<file path="src/rtl/sound_event_pkg.sv">
// Shared types and sizing helper for the game-to-audio sound event producer.
// Optional auto-repeat is enabled with SOUND_EVENT_GEN_REPEAT_EN.
package sound_event_pkg;

    typedef enum logic [1:0] {
        S_IDLE = 2'd0,
        S_JUMP = 2'd1,
        S_WIN  = 2'd2,
        S_LOSE = 2'd3
    } state_e;

    typedef enum logic [1:0] {
        DIR_FWD   = 2'd0,
        DIR_BACK  = 2'd1,
        DIR_LEFT  = 2'd2,
        DIR_RIGHT = 2'd3
    } dir_e;

    // One spare bit above the largest hold so a loaded count can never wrap.
    function automatic int hold_width(input int jump_h, input int win_h, input int lose_h);
        int max_h;
        max_h = jump_h;
        if (win_h > max_h) max_h = win_h;
        if (lose_h > max_h) max_h = lose_h;
        return $clog2(max_h) + 1;
    endfunction

endpackage

</file>
<file path="src/rtl/button_debounce.sv">
// Synchronizes and debounces one raw button, emitting a one-cycle press pulse.
// With SOUND_EVENT_GEN_REPEAT_EN defined, a held button re-issues presses periodically.
module button_debounce #(
    parameter int DEBOUNCE_CYCLES = 500000
`ifdef SOUND_EVENT_GEN_REPEAT_EN
    ,
    parameter int REPEAT_CYCLES = 12500000
`endif
) (
    input  logic clk,
    input  logic reset,
    input  logic btn,
    output logic press
);
    import sound_event_pkg::*;

    localparam int DW = $clog2(DEBOUNCE_CYCLES) + 1;

    logic          sync1_q, sync2_q;
    logic [DW-1:0] cnt_q, cnt_d;
    logic          deb_q, deb_d;
    logic          press_q, press_d;

`ifdef SOUND_EVENT_GEN_REPEAT_EN
    localparam int RW = $clog2(REPEAT_CYCLES) + 1;
    logic [RW-1:0] rep_q, rep_d;
`endif

    always_comb begin
        cnt_d = cnt_q;
        deb_d = deb_q;
        if (sync2_q == deb_q) begin
            cnt_d = '0;
        end else if (cnt_q == DW'(DEBOUNCE_CYCLES - 1)) begin
            deb_d = ~deb_q;
            cnt_d = '0;
        end else begin
            cnt_d = cnt_q + 1'b1;
        end
        press_d = deb_d & ~deb_q;
`ifdef SOUND_EVENT_GEN_REPEAT_EN
        // Timer is phase-locked to the original press and reloads on each repeat.
        rep_d = rep_q;
        if (deb_d & ~deb_q) begin
            rep_d = RW'(REPEAT_CYCLES);
        end else if (deb_q & deb_d) begin
            if (rep_q == RW'(1)) begin
                press_d = 1'b1;
                rep_d   = RW'(REPEAT_CYCLES);
            end else begin
                rep_d = rep_q - 1'b1;
            end
        end
`endif
    end

    always_ff @(posedge clk or posedge reset) begin
        if (reset) begin
            sync1_q <= 1'b0;
            sync2_q <= 1'b0;
            cnt_q   <= '0;
            deb_q   <= 1'b0;
            press_q <= 1'b0;
`ifdef SOUND_EVENT_GEN_REPEAT_EN
            rep_q   <= '0;
`endif
        end else begin
            sync1_q <= btn;
            sync2_q <= sync1_q;
            cnt_q   <= cnt_d;
            deb_q   <= deb_d;
            press_q <= press_d;
`ifdef SOUND_EVENT_GEN_REPEAT_EN
            rep_q   <= rep_d;
`endif
        end
    end

    assign press = press_q;

endmodule

</file>
<file path="src/rtl/sound_event_gen.sv">
// Turns debounced direction presses and win/lose pulses into mutually exclusive held sound requests.
// Optional auto-repeat of held buttons is enabled with SOUND_EVENT_GEN_REPEAT_EN.
module sound_event_gen #(
    parameter int DEBOUNCE_CYCLES  = 500000,
    parameter int JUMP_HOLD_CYCLES = 2500000,
    parameter int WIN_HOLD_CYCLES  = 25000000,
    parameter int LOSE_HOLD_CYCLES = 25000000,
    parameter int REPEAT_CYCLES    = 12500000
) (
    input  logic clk,
    input  logic reset,
    input  logic btnUp,
    input  logic btnDown,
    input  logic btnLeft,
    input  logic btnRight,
    input  logic winPulse,
    input  logic losePulse,
    output logic jumpForward,
    output logic jumpBackward,
    output logic jumpLeft,
    output logic jumpRight,
    output logic win,
    output logic lose
);
    import sound_event_pkg::*;

    localparam int HW = hold_width(JUMP_HOLD_CYCLES, WIN_HOLD_CYCLES, LOSE_HOLD_CYCLES);

    if (DEBOUNCE_CYCLES < 1 || JUMP_HOLD_CYCLES < 1 || WIN_HOLD_CYCLES < 1 ||
        LOSE_HOLD_CYCLES < 1 || REPEAT_CYCLES < 1) begin : g_param_check
        $error("sound_event_gen: all cycle parameters must be at least 1");
    end

    logic [3:0] btn_raw;
    logic [3:0] press;

    assign btn_raw = {btnRight, btnLeft, btnDown, btnUp};

    for (genvar i = 0; i < 4; i++) begin : g_btn
        button_debounce #(
            .DEBOUNCE_CYCLES(DEBOUNCE_CYCLES)
`ifdef SOUND_EVENT_GEN_REPEAT_EN
            ,
            .REPEAT_CYCLES(REPEAT_CYCLES)
`endif
        ) u_debounce (
            .clk  (clk),
            .reset(reset),
            .btn  (btn_raw[i]),
            .press(press[i])
        );
    end

    state_e        state_q, state_d;
    dir_e          dir_q, dir_d, dir_sel;
    logic [HW-1:0] cnt_q, cnt_d;
    logic [5:0]    out_q, out_d;

    always_comb begin
        if (press[0])      dir_sel = DIR_FWD;
        else if (press[1]) dir_sel = DIR_BACK;
        else if (press[2]) dir_sel = DIR_LEFT;
        else               dir_sel = DIR_RIGHT;
    end

    always_comb begin
        state_d = state_q;
        dir_d   = dir_q;
        cnt_d   = cnt_q;
        if (winPulse) begin
            state_d = S_WIN;
            cnt_d   = HW'(WIN_HOLD_CYCLES);
        end else if (losePulse) begin
            state_d = S_LOSE;
            cnt_d   = HW'(LOSE_HOLD_CYCLES);
        end else if ((|press) && (state_q == S_IDLE || state_q == S_JUMP)) begin
            state_d = S_JUMP;
            dir_d   = dir_sel;
            cnt_d   = HW'(JUMP_HOLD_CYCLES);
        end else if (state_q != S_IDLE) begin
            if (cnt_q == HW'(1)) begin
                state_d = S_IDLE;
                cnt_d   = '0;
            end else begin
                cnt_d = cnt_q - 1'b1;
            end
        end
    end

    // Outputs are decoded from next state so they change on the same edge as the FSM.
    always_comb begin
        out_d    = '0;
        out_d[5] = (state_d == S_JUMP) && (dir_d == DIR_FWD);
        out_d[4] = (state_d == S_JUMP) && (dir_d == DIR_BACK);
        out_d[3] = (state_d == S_JUMP) && (dir_d == DIR_LEFT);
        out_d[2] = (state_d == S_JUMP) && (dir_d == DIR_RIGHT);
        out_d[1] = (state_d == S_WIN);
        out_d[0] = (state_d == S_LOSE);
    end

    always_ff @(posedge clk or posedge reset) begin
        if (reset) begin
            state_q <= S_IDLE;
            dir_q   <= DIR_FWD;
            cnt_q   <= '0;
            out_q   <= '0;
        end else begin
            state_q <= state_d;
            dir_q   <= dir_d;
            cnt_q   <= cnt_d;
            out_q   <= out_d;
        end
    end

    assign jumpForward  = out_q[5];
    assign jumpBackward = out_q[4];
    assign jumpLeft     = out_q[3];
    assign jumpRight    = out_q[2];
    assign win          = out_q[1];
    assign lose         = out_q[0];

endmodule

</file>
<file path="config.mk">
export PLATFORM = sky130hd
export DESIGN_NAME = sound_event_gen
export DESIGN_NICKNAME = d
export VERILOG_FILES = /design/src/rtl/sound_event_pkg.sv /design/src/rtl/button_debounce.sv /design/src/rtl/sound_event_gen.sv
export SDC_FILE = /design/constraint.sdc
export NUM_CORES = 1
export LEC_CHECK = 0
export ABC_CLOCK_PERIOD_IN_PS = 4700
export CORE_MARGIN = 10
export CORE_UTILIZATION = 60
export CTS_CLUSTER_SIZE = 30
export DETAILED_ROUTE_END_ITERATION = 7
export MAX_ROUTING_LAYER = met4
export PLACE_DENSITY = 0.81
export SETUP_SLACK_MARGIN = 0.02
export SLEW_MARGIN = 30
export SYNTH_ARGS = -nofsm -noshare
export SYNTH_HDL_FRONTEND = slang
export SYNTH_SLANG_ARGS = --single-unit
</file>
<file path="constraint.sdc">
create_clock -name clk -period 4.7 [get_ports clk]
set_input_delay 0.705 -clock clk [delete_from_list [all_inputs] [get_ports clk]]
set_output_delay 0.705 -clock clk [all_outputs]
set_load 0.01 [all_outputs]
</file>
# Word-level counts from Yosys, hierarchy flattened
# Cells that the tools add are included.
# W data, S select, Z words.
[totals]
latch_bits = 0
output_inout_bits = 6
elab_cells = 96
ramBits = 0
memories = 0
romBits = 0
input_bits = 8
regBits = 132
[op_classes]
div = 0
n_addsub = 5
n_reduce_logical = 11
n_mux = 32
eq_ne = 16
n_shift = 0
bitwise = 8
order_cmp = 0
mul = 0
[op_table]
columns = ["cell", "count"]
rows = [
  ["$mux W20", 8],
  ["$mux W26", 5],
  ["$add A20 B1 Y20 const B", 4],
  ["$eq A20 B19 Y1 const B", 4],
  ["$eq A26 B1 Y1 const B", 1],
  ["$sub A26 B1 Y26 const B", 1],
  ["$mux W2", 10],
  ["$mux W1", 9],
  ["$eq A2 B2 Y1 const B", 4],
  ["$eq A2 B1 Y1 const B", 3],
  ["$logic_and A1 B1 Y1", 5],
  ["$and A1 B1 Y1", 4],
  ["$eq A1 B1 Y1", 4],
  ["$logic_not A2 Y1", 2],
  ["$not A1 Y1", 4],
  ["$reduce_bool A4 Y1", 1],
  ["$reduce_or A4 Y1", 1],
  ["$reduce_bool A2 Y1", 1],
  ["$logic_or A1 B1 Y1", 1],
]

# Logic depth before layout (Yosys ltp)
[depth]
depth_word = 8
ltp_mapped = 8

# By module
# From an unflattened synthesis, not the netlist that was laid out.
[unflattened]
cells_unflattened = 696
hier_area_um2 = 7003.0
[modules_own_cells]
columns = ["module", "cells_per_inst", "seq_area_each_um2", "area_per_inst_um2", "n_inst"]
rows = [
  ["button_debounce", 117, 600.6, 1229.9, 4],
  ["sound_event_gen", 228, 900.9, 2083.2, 1],
]

# Least setup slack after synthesis
# Ideal clock, no wire load.
[synth_timing]
path_type = "reg-to-reg"
start = "reg cnt_q[10]"
end = "reg cnt_q[19]"
stages_incl_launch_ff = 8
arrival_ns = 2.122
path_slack_ns = 2.452
n_path_buf = 1
cell_sequence = "dfrtp_1 -> nor4_4 -> nand4_2 -> or4_1 -> buf_6 -> o21ai_0 -> nand2_1 -> a311o_1"
[synth_via]
elab_chain_cells = 6
[synth_lines]
columns = ["element", "line", "source"]
rows = [
  ["start, declared", "sound_event_gen.sv:56", "logic [HW-1:0] cnt_q, cnt_d;"],
  ["start signal, assigned", "sound_event_gen.sv:110", "cnt_q <= cnt_d;"],
  ["$sub A26 B1 Y26 / $eq A26 B1 Y1 (equally long branches)", "sound_event_gen.sv:85, sound_event_gen.sv:81", ""],
  ["$mux W26 *", "sound_event_gen.sv:81", "if (cnt_q == HW'(1)) begin"],
  ["$mux W26 *", "sound_event_gen.sv:80", "end else if (state_q != S_IDLE) begin"],
  ["$mux W26 *", "sound_event_gen.sv:76", "end else if ((|press) && (state_q == S_IDLE || state_q == S_JUMP)) begin"],
  ["$mux W26 *", "sound_event_gen.sv:73", "end else if (losePulse) begin"],
  ["$mux W26 *", "sound_event_gen.sv:70", "if (winPulse) begin"],
]
# Every way passes the cells marked *; elsewhere a longest branch is shown, timed or not. The select of a mux whose other input is x is not followed.
# A chain may end at the register's enable or synchronous reset.

# Worst setup path in the final report
[layout_timing]
start = "reg cnt_q[18]"
end = "reg cnt_q[19]"
# The elaborated chain is that of the path after synthesis.

==> run_results.csv <==
group,metric,value,unit
yosys,async_flop_share,100,%
job,drv_cap,0,
critical_path,critPathTopFamily,"simple AND/OR/NAND/NOR gates",
yosys,syn-cell-area,0.00626,mm^2
yosys,yosysSeqAreaShare,52.8,%
global_routing,grt_pass1_wl,22900,um
critical_path,endpoint_kind,"flip-flop",
critical_path,slowest_stage,"or4_1",
clock_network,cts-root-buf,"clkbuf_8",
sta,whs,0.351,ns
global_routing,grt_pass1_vias,4830,
critical_path,cp_max_fo,8,
global_routing,grt_max_degree,85,
placement,post-place-ws,1.73,ns
clock_network,cts_buffer_depth,2,
yosys,syn_area_per_cell,9.83,um^2
yosys,synth_cells,637,
finish,nFillCells,796,
clock_network,ctsResizeCount,0,
floorplanning,initial_core_util,61.2,%
yosys,synth_edf_count,0,
hold_path,min_path_type,"flip-flop to flip-flop",
sta,setup_slack,1.98,ns
yosys,ys_types,52,
route,wl,13200,um
floorplanning,die_y,122,um
route,drt-pass1-iter-count,6,
clock_network,path_clk_slew,0.06,ns
floorplanning,die_area,0.0149,mm^2
clock_network,cts.sinks,132,
yosys,ys_ff_latch,132,
floorplanning,pin_count,14,
critical_path,critPathLaunchType,"flip-flop",
critical_path,path_class,"flip-flop to flip-flop",
run_status,status,"finished, final reports clean",
sta,period_share,57.9,%
sta,rsz0062_at_grt,"no",
sta,slew_headroom,51.8,%
sta,finClkSkew,0.00729,ns
critical_path,slowest_delay,0.76,ns
critical_path,crit_required,5.11,ns
finish,drive_gt1_share,7.28,%
critical_path,crit_chain,"nor3_1 -> nand2_1 -> or4_1 -> nand3_4 -> nor4_1 -> a311o_1",
sta,setup-tns-final,0,ns
yosys,synth_flop_cell,"dfrtp_1",
yosys,synth.most_common_cell,"dfrtp_1",
sta,hold_violations,0,
finish,final_nets,674,
sta,tightest_slew,0.723,ns
floorplanning,die_w,122,um
clock_network,clock_latency,0.54,ns
floorplanning,core,0.0102,mm^2
yosys,syn_nets,651,
route,wl_per_cell,16.3,um
sta,fin_crit,2.72,ns
yosys,yosys-top-cells-area,"dfrtp_1 53%, nor2_1 7.2%, xor2_1 5.7%",
placement,dp_hpwl,8720,um
finish,area_delta_synth_final,13.7,%
clock_network,cts_tree,"built",
clock_network,cts_max_level,4,
pwr,p_leak,3.00,nW
sta,setup_violations,0,
yosys,netlist_top_cells_count,"132 x dfrtp_1, 120 x nor2_1, 47 x nand3_1, 46 x nand2_1, 41 x xor2_1",
sta,fmax,367,MHz
yosys,yosys.area.top_type_share,52.8,%
floorplanning,rows,37,
route,antenna_left,0,
pwr,ir_worst_vdd,0.267,mV
route,drc,0,
placement,gp_congestion,0.923,
route,vias,4803,
global_routing,overflow,0,
yosys,yosysWarningCount,0,
clock_network,post_cts_buffers,0,
global_routing,antenna_found_initial,0,
global_routing,track_usage,19.7,%
placement,io_buffers,13,
finish,antenna_cells,0,
sta,slew_violations,0,
pwr,power_density,368,mW/mm^2
clock_network,cts_buffers,17,
clock_network,ctsHoldBuffers,0,
route,via_per_inst,5.94,
critical_path,critPathArrivalTime,3.13,ns
critical_path,path_buf_inv,0,
route,drtIter0Drc,451,
yosys,yosysTopAreaCell,"dfrtp_1",
-- report_power, final --
group / total (mW) / switching (mW) / internal, mW / leakage (nW)
sequential: 1.19 / 0.0265 / 1.16 / 1.74
clock: 1.28 / 0.500 / 0.782 / 0.277
combinational: 0.152 / 0.104 / 0.0480 / 0.988
total: 2.62 / 0.631 / 1.99 / 3.00
-- metrics by stage --
stage	power, mW	std cells	area (um^2)	util, %
after floorplan	1.31	637	6260	-
after global placement	1.35	777	6530	63.8
after detailed placement	1.36	777	6530	63.9
after CTS	2.64	809	7110	69.5
after global routing	2.71	809	7120	69.6
final	2.62	809	7120	69.6
-- placed cells by master (no fill, tap or decap), types with 8 or more instances in the layout --
cell	Yosys	routed
nand3_1	47	47
a31oi_1	9	9
dfrtp_1	132	132
a21oi_1	15	15
nor3_1	22	22
nor4_1	15	15
clkbuf_16	0	16
clkdlybuf4s50_1	0	13
and3_1	12	12
nor2_1	120	120
nand2_1	46	46
o21ai_0	18	18
or3_1	8	8
nand4_1	14	14
inv_1	15	14
xnor2_1	32	32
xor2_1	41	41
-- routing by layer --
| layer | track usage (%) | routed length, um |
|---|---|---|
| met5 | - | 0 |
| met4 | 8.91 | 229 |
| met3 | 4.81 | 721 |
| met2 | 31.5 | 6480 |
| met1 | 23.3 | 5790 |
-- flip-flops by register name (all words and copies together), names as in the netlist --
| signal | flops |
|---|---|
| g_btn.u_debounce.press | 4 |
| out_q | 6 |
| state_q | 2 |
| cnt_q | 26 |
| g_btn.u_debounce.sync2_q | 4 |
| dir_q | 2 |
| g_btn.u_debounce.cnt_q | 80 |
| g_btn.u_debounce.deb_q | 4 |
| g_btn.u_debounce.sync1_q | 4 |
-- cell type report --
type | instances | area, um^2 | area share [%]
clock buffers | 20 | 445 | 6.26
clock inverters | 12 | 129 | 1.81
inverters | 15 | 61.3 | 0.861
multi-input cells | 478 | 2860 | 40.1
flip-flops and latches | 132 | 3300 | 46.4
well taps | 136 | 170 | 2.39
repair buffers | 16 | 153 | 2.14
-- worst paths after layout --
kind                                             start                       endpoint  slack, ns  depth (start not counted)
max in group asynchronous                        reset                      cnt_q[24]       3.15                          3
min reg2reg                g_btn[0].u_debounce.sync1_q    g_btn[0].u_debounce.sync2_q       0.35                          0
min in group asynchronous                        reset  g_btn[3].u_debounce.cnt_q[18]       0.68                          2
max                                          cnt_q[18]                      cnt_q[19]       1.98                          6
min                        g_btn[0].u_debounce.sync1_q    g_btn[0].u_debounce.sync2_q       0.35                          0
max reg2reg                                  cnt_q[18]                      cnt_q[19]       1.98                          6
-- kinds of logic after synthesis --
family	after synthesis	share of synthesized area, %
AO/OA/AOI/OAI	67	6.90
XOR/XNOR	73	10.2
adder cells (fa/ha/maj)	6	1.20
buffers and inverters	27	1.76
flip-flops	132	52.8
multiplexers	7	1.20
AND/OR/NAND/NOR	325	26.0
Power figures use the tool's default switching activity.
